$ cat src/rtl/hex_msg_rotator.sv
// hex_msg_rotator: holds a six-slot message of 3-bit character codes and
// scrolls it one slot left or right every TICK_COUNT enabled clocks. Each
// code output feeds one combinational code-to-segment decoder for HEX5..HEX0.
module hex_msg_rotator #(
    parameter int          TICK_COUNT = 50000000,
    parameter logic [17:0] MSG        = 18'o543210
) (
    input  logic       CLOCK_50,
    input  logic       resetn,
    input  logic       en,
    input  logic       dir,
    input  logic       load,
    output logic [2:0] code0,
    output logic [2:0] code1,
    output logic [2:0] code2,
    output logic [2:0] code3,
    output logic [2:0] code4,
    output logic [2:0] code5,
    output logic [2:0] pos,
    output logic       tick
);

    // A single-count step still needs a one-bit counter; it simply stays at 0.
    localparam int             CNT_W   = (TICK_COUNT > 1) ? $clog2(TICK_COUNT) : 1;
    localparam logic [CNT_W-1:0] CNT_LAST = CNT_W'(TICK_COUNT - 1);

    // Packed message: slot i lives in bits [3i+2:3i], slot 0 is HEX0.
    logic [17:0]      msg_q, msg_d;
    logic [CNT_W-1:0] cnt_q, cnt_d;
    logic [2:0]       pos_q, pos_d;
    logic             tick_q, tick_d;

    // Next-state logic: load beats enable; enable counts and rotates at
    // terminal count; otherwise everything holds and tick drops.
    always_comb begin
        msg_d  = msg_q;
        cnt_d  = cnt_q;
        pos_d  = pos_q;
        tick_d = 1'b0;
        if (load) begin
            msg_d = MSG;
            cnt_d = '0;
            pos_d = 3'd0;
        end else if (en) begin
            if (cnt_q == CNT_LAST) begin
                cnt_d  = '0;
                tick_d = 1'b1;
                if (!dir) begin
                    // Left: each code moves toward HEX5, code5 wraps into slot 0.
                    msg_d = {msg_q[14:0], msg_q[17:15]};
                    pos_d = (pos_q == 3'd5) ? 3'd0 : pos_q + 3'd1;
                end else begin
                    // Right: each code moves toward HEX0, code0 wraps into slot 5.
                    msg_d = {msg_q[2:0], msg_q[17:3]};
                    pos_d = (pos_q == 3'd0) ? 3'd5 : pos_q - 3'd1;
                end
            end else begin
                cnt_d = cnt_q + CNT_W'(1);
            end
        end
    end

    // State registers with synchronous active-low reset to the load state.
    always_ff @(posedge CLOCK_50) begin
        if (!resetn) begin
            msg_q  <= MSG;
            cnt_q  <= '0;
            pos_q  <= 3'd0;
            tick_q <= 1'b0;
        end else begin
            msg_q  <= msg_d;
            cnt_q  <= cnt_d;
            pos_q  <= pos_d;
            tick_q <= tick_d;
        end
    end

    assign code0 = msg_q[2:0];
    assign code1 = msg_q[5:3];
    assign code2 = msg_q[8:6];
    assign code3 = msg_q[11:9];
    assign code4 = msg_q[14:12];
    assign code5 = msg_q[17:15];
    assign pos   = pos_q;
    assign tick  = tick_q;

endmodule

$ cat config.mk
export PLATFORM = sky130hd
export DESIGN_NAME = hex_msg_rotator
export DESIGN_NICKNAME = d
export VERILOG_FILES = /design/src/rtl/hex_msg_rotator.sv
export SDC_FILE = /design/constraint.sdc
export NUM_CORES = 1
export LEC_CHECK = 0
export ABC_CLOCK_PERIOD_IN_PS = 2200
export CELL_PAD_IN_SITES_DETAIL_PLACEMENT = 1
export CELL_PAD_IN_SITES_GLOBAL_PLACEMENT = 2
export CORE_MARGIN = 1.5
export CORE_UTILIZATION = 34
export DETAILED_ROUTE_END_ITERATION = 8
export HOLD_SLACK_MARGIN = 0.15
export PLACE_DENSITY_LB_ADDON = 0.1
export SETUP_SLACK_MARGIN = 0.1
export SLEW_MARGIN = 25
export SYNTH_ARGS = -nofsm -noshare
export SYNTH_HDL_FRONTEND = slang
export SYNTH_SLANG_ARGS = --single-unit
$ cat constraint.sdc
create_clock -name CLOCK_50 -period 2.2 [get_ports CLOCK_50]
set_input_delay 0.33 -clock CLOCK_50 [delete_from_list [all_inputs] [get_ports CLOCK_50]]
set_output_delay 0.33 -clock CLOCK_50 [all_outputs]
set_load 0.02 [all_outputs]
==> reports/results.txt <==
status: finished clean
crit start category: register
post-synthesis cell area: 2390 um2
share of cells above drive strength 1: 11.6%
initial antenna violation count: 0
vias per cell: 4.92
Final Util: 42.0%
Syn Inst Count: 266
routed via count: 1909
worst hold path class: register to register
delay of the slowest critical-path stage: 0.66 ns
fin nets: 299
final wirelength: 5400 um
Final GP Congestion: 0.729
Mapped Nets: 274
pwr/cell area: 520 nW/um2
H-tree depth: 2
Crit path required time: 1.87 ns
setup TNS: 0 ns
FF-to-FF Start: cnt_q[0]
DR iter-0 viols: 26
Crit path max-delay family: buffers and inverters
RSZ-0062 raised after global routing: false
arrival time worst endpoint: 1.47 ns
worst-path cell chain: clkdlybuf4s50_1
Synth cell types: 37
worst reg2reg path endpoint: msg_q[6]
Final Slew Violations: 0
R2R setup slack: 0.41 ns
number of global-route vias before repair: 1829
first-pass GRT wire length: 9090 um
post-CTS sizing: 0
Setup Viol. Count Final: 0
ranking of synthesized cells by area: dfxtp_1 (40%), mux2i_1 (8.4%), nor2_1 (7.1%), xor2_1 (5.1%), o211ai_2 (3.7%)
Yosys top cell by area: dfxtp_1
Clock Latency Late Sink: 0.31 ns
DRC: 0
clock sink total: 48
grt ovf: 0
beginning of the critical path: pos[0]
CP max FO: 10
slowest CP cell: clkdlybuf4s50_1
WP buf/inv: 1
FFs w/ async S/R, synth: 0%
Area Growth Syn to Fin: 19.2%
Max-Cap Viols: 0
die area: 7550 um2
main flop type after synthesis: dfxtp_1
drt pass-1 iters: 4
Worst path depth: 1
peak supply drop: 0.000245 V
Longest Clk Path Bufs: 2
Final WS setup: 0.398 ns
Seq/Total Area, Yosys: 40.1%
yosys warns: 0
crit end category: output port
Final Hold Fails: 0
critical path type: register to output port
Rows: 30
post-DP HPWL: 3780 um
Worst Tran Pin Value: 0.326 ns
Initial Utilization: 35.2%
Antenna Cells: 0
DP Worst Slack: 0.149 ns
share of the synthesized area in the top cell type: 40.1%
CTS Root Cell: clkbuf_8
Worst Reg-to-Reg Cells: 7
Period Utilization, post-route: 81.9%
Antenna Violating Nets Remaining: 0
Core Region: 6790 um2
IO Pins: 27
Post CTS Setup Buffer Count: 0
GRT Overall Usage: 15.3%
TritonCTS clock tree: yes
critical path endpoint: pos[0]
post-layout min period: 1.80 ns
clock-pin slew on the worst setup and hold paths: 0.09 ns
Die H: 86.9 um
Post-synth EDFFs: 0
largest net degree at the start of global routing: 27
Fmax: 0.555 GHz
hold_buf cts: 0
leakage: 1.08 nW
synthesized area per cell: 9.00 um2
worst relative slew slack: 78.1%
post-synthesis register bit count: 48
clock skew: 0.00926 ns
total CTS buffers: 5
most common cell after layout, fill and taps aside: dfxtp_1
most frequent cells in the layout: dfxtp_1 (48), nor2_1 (45), clkdlybuf4s50_1 (26)
port bufs: 26
Die Wd: 86.9 um
drt wl/cell: 13.9 um
[layout make-up]
cell class	count	area, um2
multi-input cells	198	1310
repair buffers	37	368
flip-flops and latches	48	961
well taps	96	120
fillers	802	3940
inverters	1	3.75
clock buffers	6	82.6
clock inverters	2	10.0
[through the flow]
stage          area, um2  cells  power (W)  hold WS (ns)
4_1_cts             2850    388    0.00152         0.516
3_3_place_gp        2760    380   0.000955         0.484
3_5_place_dp        2760    380   0.000955         0.497
5_1_grt             2850    388    0.00155         0.537
2_1_floorplan       2390    266   0.000934         0.461
6_report            2850    388    0.00148         0.514
[registers in the layout, indices dropped and copies added (netlist names)]
register	cells
cnt_q	26
msg_q	18
pos	3
tick	1
[worst min-delay path by stage]
stage / startpoint / endpoint / slack [ns] / cells after the start
CTS: cnt_q[13] / cnt_q[13] / 0.52 / 2
global placement: cnt_q[13] / cnt_q[13] / 0.48 / 2
floorplan: cnt_q[25] / cnt_q[25] / 0.46 / 2
detailed placement: cnt_q[6] / cnt_q[6] / 0.50 / 2
global route: cnt_q[13] / cnt_q[13] / 0.54 / 2
finish: cnt_q[13] / cnt_q[13] / 0.51 / 2
[per-layer routing]
layer	vias to the layer above	GRT usage, %	wire length, um
li1	975	-	-
met1	905	20.1	2700
met2	26	25.2	2510
met3	3	3.13	153
met4	0	4.84	38
met5	-	0	0
[where the power goes]
part / internal (W) / switching (W)
Sequential: 0.000869 / 0.00000210
Clock: 0.000251 / 0.000301
Combinational: 0.0000270 / 0.0000340
[synthesized netlist by cell type (4+ instances only)]
cell / number
dfxtp_1: 48
nor2_1: 45
mux2i_1: 20
nand2_1: 17
xor2_1: 14
nor3_1: 13
a21oi_1: 10
nand4_1: 10
and3_1: 9
xnor2_1: 9
nand3_1: 7
o211ai_2: 7
clkbuf_1: 6
a21oi_2: 5
and4_1: 5
buf_6: 5
buf_2: 4
[logic make-up after synthesis]
kind of cell	Yosys count	synth area share, %
AO/OA/AOI/OAI	27	8.89
AND/OR/NAND/NOR	125	27.4
buffers and inverters	20	5.23
multiplexers	20	8.36
adder cells (fa/ha/maj)	3	1.57
flip-flops	48	40.1
XOR/XNOR	23	8.42
No activity file was read; power rests on OpenSTA's default activity.
==> patch (config.mk and constraints unchanged) <==
Change the parameter `TICK_COUNT` from 50000000 to 100000000.
--- a/src/rtl/hex_msg_rotator.sv
+++ b/src/rtl/hex_msg_rotator.sv
@@ -2,7 +2,7 @@
 // scrolls it one slot left or right every TICK_COUNT enabled clocks. Each
 // code output feeds one combinational code-to-segment decoder for HEX5..HEX0.
 module hex_msg_rotator #(
-    parameter int          TICK_COUNT = 50000000,
+    parameter int          TICK_COUNT = 100000000,
     parameter logic [17:0] MSG        = 18'o543210
 ) (
     input  logic       CLOCK_50,
Behaviour: same outputs for any inputs over 10 cycles, from zero or initial values; that may be too few to reach the edited logic, so the function may still have changed.
==> patch against the unedited design <==
  * Clock skew rose by 0.0046 ns
  * Sequential cell count rose by 1
  * Count of clock-buffer cells in the layout fell by 1
  * Setup slack got worse by 0.21 ns
  * Total power rose by 17%
  * Synthesized area rose by 6.0%
  * Combinational power rose by 15%
  * Final area rose by 12%
  * Maximum frequency fell by 10%
  * Worst hold slack got worse by 0.020 ns
  * Cell count rose by 10%
  * Wire length rose by 28%
  * Largest cell class unchanged
  * Largest power group unchanged
  * Highest routed layer unchanged
==> patch: results (changes against the unedited design) <==
[logic_synthesis]
ys_types = 44  ; +19%
netlist_instances = 292  ; +9.8%
ys_seq_area_frac = 0.387  ; -0.0147
synthesis.nets = 299  ; +9.1%

[worst_setup_path]
path_max_fanout = 16  ; +6
critPathMaxStageDelay_ns = 0.51  ; -0.15 ns
critPathTopFamily = simple AND/OR/NAND/NOR gates
crit_slowest_cell = or4_1
endpoint = cnt_q[24]
r2r-end = cnt_q[24]
r2r_slack_ns = 0.19  ; -0.22 ns

[timing]
holdWs_ns = 0.493  ; -0.0204 ns
max_freq_mhz = 497  ; -10%
skew_ns = 0.0139  ; +0.00462 ns
slew_headroom = 0.725  ; -0.0557

[grt]
grtUsageMet1 = 0.238  ; +0.0367
grt_max_degree = 33  ; +22%
track_usage = 0.183  ; +0.0298
use_met2 = 0.317  ; +0.0649
grt_pass1_vias = 2246  ; +23%

[run_status]
status = complete, no violations

[route]
drt_wl_total_mm = 6.92  ; +28%
drt_iter0_markers = 35  ; +35%

[power_and_ir_drop]
irDropWorstVdd_mv = 0.293  ; +20%

[finish]
fill_cells = 852  ; +6.2%
largest_reg_flops = 27  ; +3.8%

[placement]
hpwl_mm = 4.75  ; +26%
dpl_worst_slack_ns = -0.0839  ; -0.233 ns

patch: tightest hold or removal path, stage by stage, from the launching register on:
cell     delay (ns)
dfxtp_1        0.34
o41ai_1        0.06
a21oi_1        0.05
patch: repair_timing:
item | in CTS | in global routing
pin swaps | 0 | 1
endpoints found under the setup margin | 1 | 43
resized for setup | 1 | 9
hold buffers | 0 | 0
gates cloned | 0 | 1
patch: how the worst min path moves through the flow:
stage / from / endpoint / cells past startpoint
final: cnt_q[23] / cnt_q[23] / 2
after global routing: cnt_q[23] / cnt_q[23] / 2
after CTS: cnt_q[23] / cnt_q[23] / 2
after detailed placement: cnt_q[23] / cnt_q[23] / 2
after global placement: cnt_q[23] / cnt_q[23] / 2
after floorplan: cnt_q[26] / cnt_q[26] / 2
patch: final cells by class:
cell class	count	share of cell area
clock inverter	3	0.0203
timing repair buffer	50	0.152
inverter	3	0.00351
clock buffer	5	0.0215
multi-input combinational	219	0.458
tap	99	0.0386
sequential	49	0.307
patch: logic make-up after synthesis:
family,count (synthesis),synth area share
compound gates,78,0.195
xor+xnor,13,0.0449
fa+ha+maj,2,0.00987
mux,12,0.0528
flops,49,0.387
buf+inv,24,0.0469
simple gates,114,0.264
patch: report_power, final:
group | switching, mW | leakage, nW | internal, mW
registers | 0.00138 | 0.396 | 0.888
clock network | 0.324 | 0.0681 | 0.452
logic | 0.0368 | 0.524 | 0.0336
patch: metal layers:
layer  routed length (um)  vias to the layer above
met3                  152                        7
li1                     -                     1164
met2                 3340                       24
met1                 3370                     1146
met4                   53                        0
met5                    0                        -
patch: metrics by stage:
stage	TNS, ns	utilization	total power [mW]
after floorplan	0	-	0.947
after global placement	-0.851	0.416	0.973
after detailed placement	-1.67	0.416	0.974
after CTS	0	0.435	1.75
after global routing	0	0.442	1.80
final	0	0.442	1.74
